--- src/rtl/ps2_pkg.sv ---
// Shared PS/2 definitions: transmitter state codes, parity helper and the
// command/response bytes used by both the host transmitter and the receiver.
package ps2_pkg;

  typedef enum logic [2:0] {
    TX_IDLE    = 3'd0,
    TX_INHIBIT = 3'd1,
    TX_REQ     = 3'd2,
    TX_SEND    = 3'd3,
    TX_ACK     = 3'd4,
    TX_RELEASE = 3'd5
  } ps2_tx_state_e;

  localparam logic [7:0] CMD_SET_LEDS = 8'hED;
  localparam logic [7:0] CMD_ECHO     = 8'hEE;
  localparam logic [7:0] CMD_RESET    = 8'hFF;
  localparam logic [7:0] ACK_BYTE     = 8'hFA;

  // PS/2 uses odd parity: the parity bit makes the total count of ones odd.
  function automatic logic odd_parity(input logic [7:0] b);
    return ~^b;
  endfunction

endpackage

--- src/rtl/ps2_line_sync.sv ---
// Two-flop synchronizer for one PS/2 line with a registered falling-edge pulse.
// Flops reset to 1 so an idle (pulled-up) line never produces a spurious edge.
module ps2_line_sync (
  input  logic clk,
  input  logic rst,
  input  logic line,
  output logic level,
  output logic fall
);

  logic meta;
  logic sync_q;
  logic prev;

  always_ff @(posedge clk or posedge rst) begin
    if (rst) begin
      meta   <= 1'b1;
      sync_q <= 1'b1;
      prev   <= 1'b1;
      fall   <= 1'b0;
    end else begin
      meta   <= line;
      sync_q <= meta;
      prev   <= sync_q;
      fall   <= prev & ~sync_q;
    end
  end

  assign level = sync_q;

endmodule

--- src/rtl/ps2_host_tx.sv ---
// Host-to-device PS/2 transmitter: inhibits the bus, requests to send, shifts a
// command byte out on device clock edges, checks the ACK and reports the result.
module ps2_host_tx
  import ps2_pkg::*;
#(
  parameter int INHIBIT_CYCLES = 5000,
  parameter int TIMEOUT_CYCLES = 750000
) (
  input  logic       clk,
  input  logic       rst,
  input  logic [7:0] tx_data,
  input  logic       tx_start,
  output logic       tx_busy,
  output logic       tx_done,
  output logic       tx_err,
  input  logic       PS2_clk,
  input  logic       PS2_dat,
  output logic       ps2_clk_oe,
  output logic       ps2_dat_oe
);

  localparam int INH_W = $clog2(INHIBIT_CYCLES + 1);
  localparam int TO_W  = $clog2(TIMEOUT_CYCLES + 1);

  localparam logic [INH_W-1:0] INH_LAST = INH_W'(INHIBIT_CYCLES - 1);
  localparam logic [INH_W-1:0] INH_DAT  = INH_W'(INHIBIT_CYCLES - 2);
  localparam logic [TO_W-1:0]  TO_LAST  = TO_W'(TIMEOUT_CYCLES - 1);
  localparam logic [TO_W-1:0]  TO_SAT   = TO_W'(TIMEOUT_CYCLES);

  localparam logic [2:0] S_IDLE    = 3'(TX_IDLE);
  localparam logic [2:0] S_INHIBIT = 3'(TX_INHIBIT);
  localparam logic [2:0] S_REQ     = 3'(TX_REQ);
  localparam logic [2:0] S_SEND    = 3'(TX_SEND);
  localparam logic [2:0] S_ACK     = 3'(TX_ACK);
  localparam logic [2:0] S_RELEASE = 3'(TX_RELEASE);

  logic [2:0]       state;
  logic [7:0]       data_q;
  logic             parity_q;
  logic [3:0]       bit_cnt;
  logic [INH_W-1:0] inh_cnt;
  logic [TO_W-1:0]  to_cnt;
  logic             clk_oe_q;
  logic             dat_oe_q;
  logic             done_q;
  logic             err_q;

  logic clk_level;
  logic clk_fall;
  logic dat_level;
  logic dat_fall_unused;
  logic timed_out;
  logic waiting_device;

  ps2_line_sync u_clk_sync (
    .clk   (clk),
    .rst   (rst),
    .line  (PS2_clk),
    .level (clk_level),
    .fall  (clk_fall)
  );

  ps2_line_sync u_dat_sync (
    .clk   (clk),
    .rst   (rst),
    .line  (PS2_dat),
    .level (dat_level),
    .fall  (dat_fall_unused)
  );

  // The timeout window covers everything after the clock line is released.
  assign waiting_device = (state == S_REQ) || (state == S_SEND) ||
                          (state == S_ACK) || (state == S_RELEASE);
  assign timed_out      = waiting_device && (to_cnt == TO_LAST);

  always_ff @(posedge clk or posedge rst) begin
    if (rst) begin
      state    <= S_IDLE;
      data_q   <= '0;
      parity_q <= 1'b0;
      bit_cnt  <= '0;
      inh_cnt  <= '0;
      to_cnt   <= '0;
      clk_oe_q <= 1'b0;
      dat_oe_q <= 1'b0;
      done_q   <= 1'b0;
      err_q    <= 1'b0;
    end else begin
      done_q <= 1'b0;
      err_q  <= 1'b0;

      if (waiting_device && !timed_out && (to_cnt != TO_SAT)) begin
        to_cnt <= to_cnt + 1'b1;
      end

      case (state)
        S_IDLE: begin
          if (tx_start) begin
            data_q   <= tx_data;
            parity_q <= odd_parity(tx_data);
            inh_cnt  <= '0;
            bit_cnt  <= '0;
            clk_oe_q <= 1'b1;
            dat_oe_q <= (INHIBIT_CYCLES == 1);
            state    <= S_INHIBIT;
          end
        end

        // Start bit is asserted in the last inhibit cycle so data is already
        // low at the moment the clock line is let go.
        S_INHIBIT: begin
          if (inh_cnt == INH_LAST) begin
            clk_oe_q <= 1'b0;
            dat_oe_q <= 1'b1;
            to_cnt   <= '0;
            state    <= S_REQ;
          end else begin
            inh_cnt <= inh_cnt + 1'b1;
            if (inh_cnt == INH_DAT) begin
              dat_oe_q <= 1'b1;
            end
          end
        end

        S_REQ: begin
          if (timed_out) begin
            clk_oe_q <= 1'b0;
            dat_oe_q <= 1'b0;
            err_q    <= 1'b1;
            state    <= S_IDLE;
          end else if (clk_fall) begin
            dat_oe_q <= ~data_q[0];
            bit_cnt  <= 4'd1;
            state    <= S_SEND;
          end
        end

        // bit_cnt holds the number of falling edges already consumed.
        S_SEND: begin
          if (timed_out) begin
            clk_oe_q <= 1'b0;
            dat_oe_q <= 1'b0;
            err_q    <= 1'b1;
            state    <= S_IDLE;
          end else if (clk_fall) begin
            if (bit_cnt == 4'd8) begin
              dat_oe_q <= ~parity_q;
            end else if (bit_cnt == 4'd9) begin
              dat_oe_q <= 1'b0;
              state    <= S_ACK;
            end else begin
              dat_oe_q <= ~data_q[bit_cnt[2:0]];
            end
            bit_cnt <= bit_cnt + 4'd1;
          end
        end

        // An ACK edge takes precedence over a coincident timeout.
        S_ACK: begin
          if (clk_fall) begin
            if (!dat_level) begin
              state <= S_RELEASE;
            end else begin
              err_q <= 1'b1;
              state <= S_IDLE;
            end
          end else if (timed_out) begin
            clk_oe_q <= 1'b0;
            dat_oe_q <= 1'b0;
            err_q    <= 1'b1;
            state    <= S_IDLE;
          end
        end

        S_RELEASE: begin
          if (timed_out) begin
            clk_oe_q <= 1'b0;
            dat_oe_q <= 1'b0;
            err_q    <= 1'b1;
            state    <= S_IDLE;
          end else if (clk_level && dat_level) begin
            done_q <= 1'b1;
            state  <= S_IDLE;
          end
        end

        default: begin
          clk_oe_q <= 1'b0;
          dat_oe_q <= 1'b0;
          state    <= S_IDLE;
        end
      endcase
    end
  end

  assign tx_busy    = (state != S_IDLE);
  assign tx_done    = done_q;
  assign tx_err     = err_q;
  assign ps2_clk_oe = clk_oe_q;
  assign ps2_dat_oe = dat_oe_q;

endmodule

--- config.mk ---
export PLATFORM = sky130hd
export DESIGN_NAME = ps2_host_tx
export DESIGN_NICKNAME = d
export VERILOG_FILES = /design/src/rtl/ps2_pkg.sv /design/src/rtl/ps2_line_sync.sv /design/src/rtl/ps2_host_tx.sv
export SDC_FILE = /design/constraint.sdc
export NUM_CORES = 1
export LEC_CHECK = 0
export BUFFER_PORTS_ARGS = -buffer_cell sky130_fd_sc_hd__buf_2
export CORE_MARGIN = 3
export CORE_UTILIZATION = 61
export CTS_CLUSTER_SIZE = 10
export DETAILED_ROUTE_END_ITERATION = 8
export GPL_ROUTABILITY_DRIVEN = 0
export MAX_ROUTING_LAYER = met4
export PLACE_DENSITY = 0.8
export SYNTH_ARGS = -nofsm -noshare
export SYNTH_HDL_FRONTEND = slang
export SYNTH_HIERARCHICAL = 1
export SYNTH_SLANG_ARGS = --single-unit
--- constraint.sdc ---
create_clock -name clk -period 3.01 [get_ports clk]
set_input_delay 0.1505 -clock clk [delete_from_list [all_inputs] [get_ports clk]]
set_output_delay 0.1505 -clock clk [all_outputs]
set_load 0.01 [all_outputs]
## Word-level counts from Yosys, hierarchy flattened

Index checks and enable logic that the tools add are counted.

| storage, ports and cells | value |
|---|---|
| register bits after elaboration | 59 |
| input port bits | 13 |
| output and inout port bits | 5 |
| logic and storage cells | 123 |

| operators by class | value |
|---|---|
| add/sub/neg operators | 3 |
| $lt $le $gt $ge | 1 |
| eq/ne operators | 26 |
| muxes and demuxes | 52 |
| bitwise logic cells | 5 |
| reductions and logical operators | 20 |

Operator list:

| cell | number |
|---|---|
| 20-bit two-way mux | 3 |
| 3-bit two-way mux | 13 |
| 13-bit equality test, second input constant | 2 |
| 13-bit two-way mux | 2 |
| 13-bit one-hot mux with 2 select lines | 1 |
| 1-bit two-way mux | 22 |
| 20-bit by 1-bit adder with 20-bit output, second input constant | 1 |
| 20-bit equality test, second input constant | 1 |
| 4-bit two-way mux | 5 |
| 20-bit != test, second input constant | 1 |
| 3-bit one-hot mux with 6 select lines | 1 |
| 3-bit by 2-bit != test with 1-bit output, second input constant | 5 |
| 13-bit by 1-bit adder with 13-bit output, second input constant | 1 |
| 2-bit != test, second input constant | 6 |
| 4-bit one-hot mux with 3 select lines | 1 |
| 4-bit equality test, second input constant | 2 |
| 8-bit AND reduction | 1 |
| 8-bit XNOR reduction | 1 |
| 3-bit by 2-bit equality test with 1-bit output, second input constant | 2 |
| 3-bit equality test, second input constant | 2 |
| 3-bit != test, second input constant | 2 |
| 1-bit one-hot mux with 6 select lines | 1 |
| 3-bit AND reduction | 2 |
| 6-bit AND reduction | 1 |
| other kinds (18) | 28 |

## Logic depth before layout (Yosys ltp)

| depth | value |
|---|---|
| depth after elaboration | 11 |
| mapped depth | 9 |
| depth with buffers taken out | 7 |

## Cells and area by module

Netlist, hierarchy kept.

Modules (own cells, without submodules):

| module | times used | cells an instance | area each (sq um) | seq. area each (sq um) |
|---|---|---|---|---|
| ps2_host_tx | 1 | 337 | 3104.2 | 1326.3 |
| ps2_line_sync | 2 | 6 | 121.4 | 103.8 |

## Least setup slack after synthesis

No wires, ideal clock.

| timing | value |
|---|---|
| path type | reg-to-reg |
| start point | reg state[1] |
| end point | reg state[0] |
| library setup time | 0.128 ns |
| arrival | 1.986 ns |
| required time | 2.882 ns |
| setup slack | 0.897 ns |
| cell stages (with the launch flop) | 9 |
| buffers on the path | 3 |
| clock period less this slack | 2.113 ns |
| cells stage by stage | dfrtp_1 buf_2 inv_1 ha_1 clkbuf_1 clkbuf_1 o41ai_1 nor2_1 mux2_1 |

| on the way | value |
|---|---|
| word-level cells in the longest chain between the ends | 7 |
| elaborated cells on any way between the ends | 23 |
| those cells by class | eq/ne: 13; mux: 4; reduce/logical: 6 |

Ends and longest elaborated chain:

| what | RTL line | source |
|---|---|---|
| start: declaration | ps2_host_tx.sv:37 | `logic [2:0] state;` |
| start signal: assignment | ps2_host_tx.sv:78 | `state <= S_IDLE;` |
| start signal: assignment | ps2_host_tx.sv:105 | `state <= S_INHIBIT;` |
| start signal: assignment | ps2_host_tx.sv:116 | `state <= S_REQ;` |
| 3-bit by 2-bit equality test with 1-bit output | ps2_host_tx.sv:72, ps2_host_tx.sv:96 |  |
| 1-bit logical OR (2 in a row) | ps2_host_tx.sv:72 | `assign waiting_device = (state == S_REQ) \|\| (state == S_SEND) \|\|` |
| 1-bit logical OR | ps2_host_tx.sv:73 | `(state == S_ACK) \|\| (state == S_RELEASE);` |
| 1-bit logical AND | ps2_host_tx.sv:74 | `assign timed_out = waiting_device && (to_cnt == TO_LAST);` |
| 3-bit by 2-bit != test with 1-bit output (no line) (tied with other cells) | n/a |  |
| 8-bit AND reduction (no line) or 3-bit one-hot mux with 6 select lines (tied branches) | n/a |  |

Several ways; a longest one is shown, not always the timed one.
A chain may end at the register's enable or synchronous reset.

## Worst setup path in the final report

| timing | value |
|---|---|
| start point | reg state[1] |
| end point | reg state[2] |

Same word-level chain as after synthesis.

==> out/qor.csv <==
metric;value;unit
Total Routing Usage GR;25.0;%
Die ar.;6300;sq um
Slew HR;26.6;%
CP endpoint;state[2];
Initial Utilization;63.9;%
n_diodes;0;
CTS tree;done;
pwr dens;810;nW/um^2
synthesized cell area;3280;sq um
Clk network pwr share;27.5;%
switching power;0.00111;W
crit path time final;2.45;ns
GRT overflow;0;
Worst setup SP type;flop;
worst-path cell chain;inv_1 > ha_1 > nor3_1 > o211a_1 > mux2_1;
IO Pins;18;
Final period util;81.5;%
hold path depth;3;
Hold WC Path Type;primary input to flop;
drt first pass iters;4;
final net count;391;
Leakage;1.65;nW
layout cells sized above 1;14.4;%
Hold-fix buffers, CTS;3;
largest net degree at the start of global routing;54;
worst r2r dst;state[2];
Largest delay share family, worst path;flip-flops;
CTS-repair resized insts;0;
FF-to-FF path depth;5;
Crit Path Class;flop to flop;
Tot Pwr;0.00299;W
Clock Skew;0.00398;ns
internal power;0.00188;W
setup TNS;0;ns
Starting DRT DRC Count;247;
Peak VDD IR;450;uV
Die Ht;79.4;um
Clock Path Buffers;2;
crit path launch;state[1];
Tightest Pin Transition;1.10;ns
WL final;6.76;mm
CP max stage delay;0.61;ns
clock latency on the worst-skew pair;0.34;ns
initial antenna violation count;0;
status;finished clean;
combinational power share;32.9;%
Fin. Hold Viols;0;
Crit Path Max Fanout;18;
Sequential Power Share;39.6;%
RSZ-0062 raised after global routing;false;
Cells after Synth;346;
WL per Instance;15.2;um
Reg clk slew, reported paths;0.07;ns
global-route wire length before repair;12.1;mm
CP Depth;5;
DR DRC count;0;
WP buf/inv;1;
Avg Inst Size Synth;9.49;sq um
TritonCTS Sinks;59;
Fillers;416;
worst r2r src;state[1];
Root Driver;clkbuf_8;
total CTS buffers;9;
Final setup viols;0;
post-route antenna net violation count;0;
total number of yosys warnings;6;
Core Rows;26;
Max Fclk;408;MHz
port bufs;17;
H-tree depth;3;
Die X;79.4;um
Pins Over Slew Limit;0;
FF-to-FF setup slack;0.56;ns
slowest cell on the critical path;dfrtp_1;
Setup crit end kind;flop;
Arrival @ worst endpoint;2.68;ns
Via Count;2698;
Final HPWL DP;4.63;mm
Area growth, synth to finish;12.5;%
drt via density;6.08;
max-cap viol count;0;
vias in the first global route;2636;
Core Region;5140;sq um
switching share of power;37.2;%
Synthesized Nets;368;
required time worst endpoint;3.23;ns
postcts setup bufs;0;
[flip-flops by register name, indices dropped and copies added (netlist names), 3 cells and up]
register / flops
bit_cnt: 4
data_q: 8
inh_cnt: 13
state: 3
to_cnt: 20
[per-layer routing]
layer	routed length (um)	vias to the layer above	global-route usage (%)	share of wire (%)
met5	0	-	-	0
met4	77	0	7.22	1.1
met3	324	10	6.58	4.8
met2	3160	70	38.1	47
met1	3200	1315	33.3	47
li1	-	1303	-	-
[stage by stage]
step,cells,worst slack (ns),cell area (sq um),hold slack (ns),util [%]
detailed placement,425,0.624,3430,0.0689,66.8
CTS,444,0.608,3690,0.0152,71.8
finish,444,0.557,3690,0.0262,71.8
global route,444,0.366,3690,0.0214,71.8
global placement,425,0.690,3430,0.0560,66.8
floorplan,346,0.897,3280,-0.0856,-
[final cells by class]
cell class                      instances  area, sq um  share of cell area, %
Tap cell                               70         87.6                   2.37
Sequential cell                        59         1480                   40.2
Clock buffer                           12          155                   4.20
Clock inverter                          4         72.6                   1.97
Inverter                               15         56.3                   1.53
Multi-Input combinational cell        260         1690                   45.8
Timing Repair Buffer                   24          145                   3.93
[power groups by stage]
| stage | clock network [W] | logic [W] | registers, W |
|---|---|---|---|
| floorplan | 0 | 0.000815 | 0.00110 |
| global placement | 0 | 0.000939 | 0.00118 |
| finish | 0.000824 | 0.000983 | 0.00118 |
| detailed placement | 0 | 0.000977 | 0.00119 |
| global route | 0.000868 | 0.00111 | 0.00122 |
| CTS | 0.000837 | 0.000986 | 0.00118 |
[placed cells by master (no fill, tap or decap), types with 2 or more instances in the layout]
cell type      count
a211oi_1           4
a21o_1             2
a21oi_1           17
a31oi_1            7
and2_1             4
and3_1             6
and4_1             2
buf_2             17
buf_4              4
bufinv_16          2
clkbuf_8          11
dfrtp_1           54
dfstp_2            5
dlygate4sd3_1      3
ha_1               9
inv_1             12
inv_2              3
mux2_1             2
mux2i_1            3
mux4_2             2
nand2_1           44
nand2b_1           2
nand3_1           16
nand3b_1           2
nand4_1            9
nand4b_1           2
nor2_1            22
nor2b_1            4
nor3_1             6
nor4b_1            3
nor4bb_1           2
o2111ai_1          3
o211ai_1           2
o21ai_0           12
o21ai_1            9
o31ai_1            8
or3_1             11
or4_1              4
xnor2_1            8
xor2_1            13
[worst min-delay path by stage]
stage	startpoint	end	slack (ns)
floorplan	rst	u_clk_sync/fall	-0.09
global placement	rst	u_clk_sync/fall	0.06
detailed placement	rst	u_clk_sync/fall	0.07
CTS	tx_data[5]	data_q[5]	0.02
global route	tx_data[4]	data_q[4]	0.02
finish	tx_data[5]	data_q[5]	0.03
[worst reg2reg max path, delay by kind of cell (launching register included)]
family	cells	cell delay [ns]
DFF	1	0.61
adders and majority gates	1	0.54
and+or+nand+nor	1	0.42
muxes	1	0.34
AOI/OAI and AO/OA	1	0.26
buffers and inverters	1	0.17
Power figures use the tool's default switching activity.
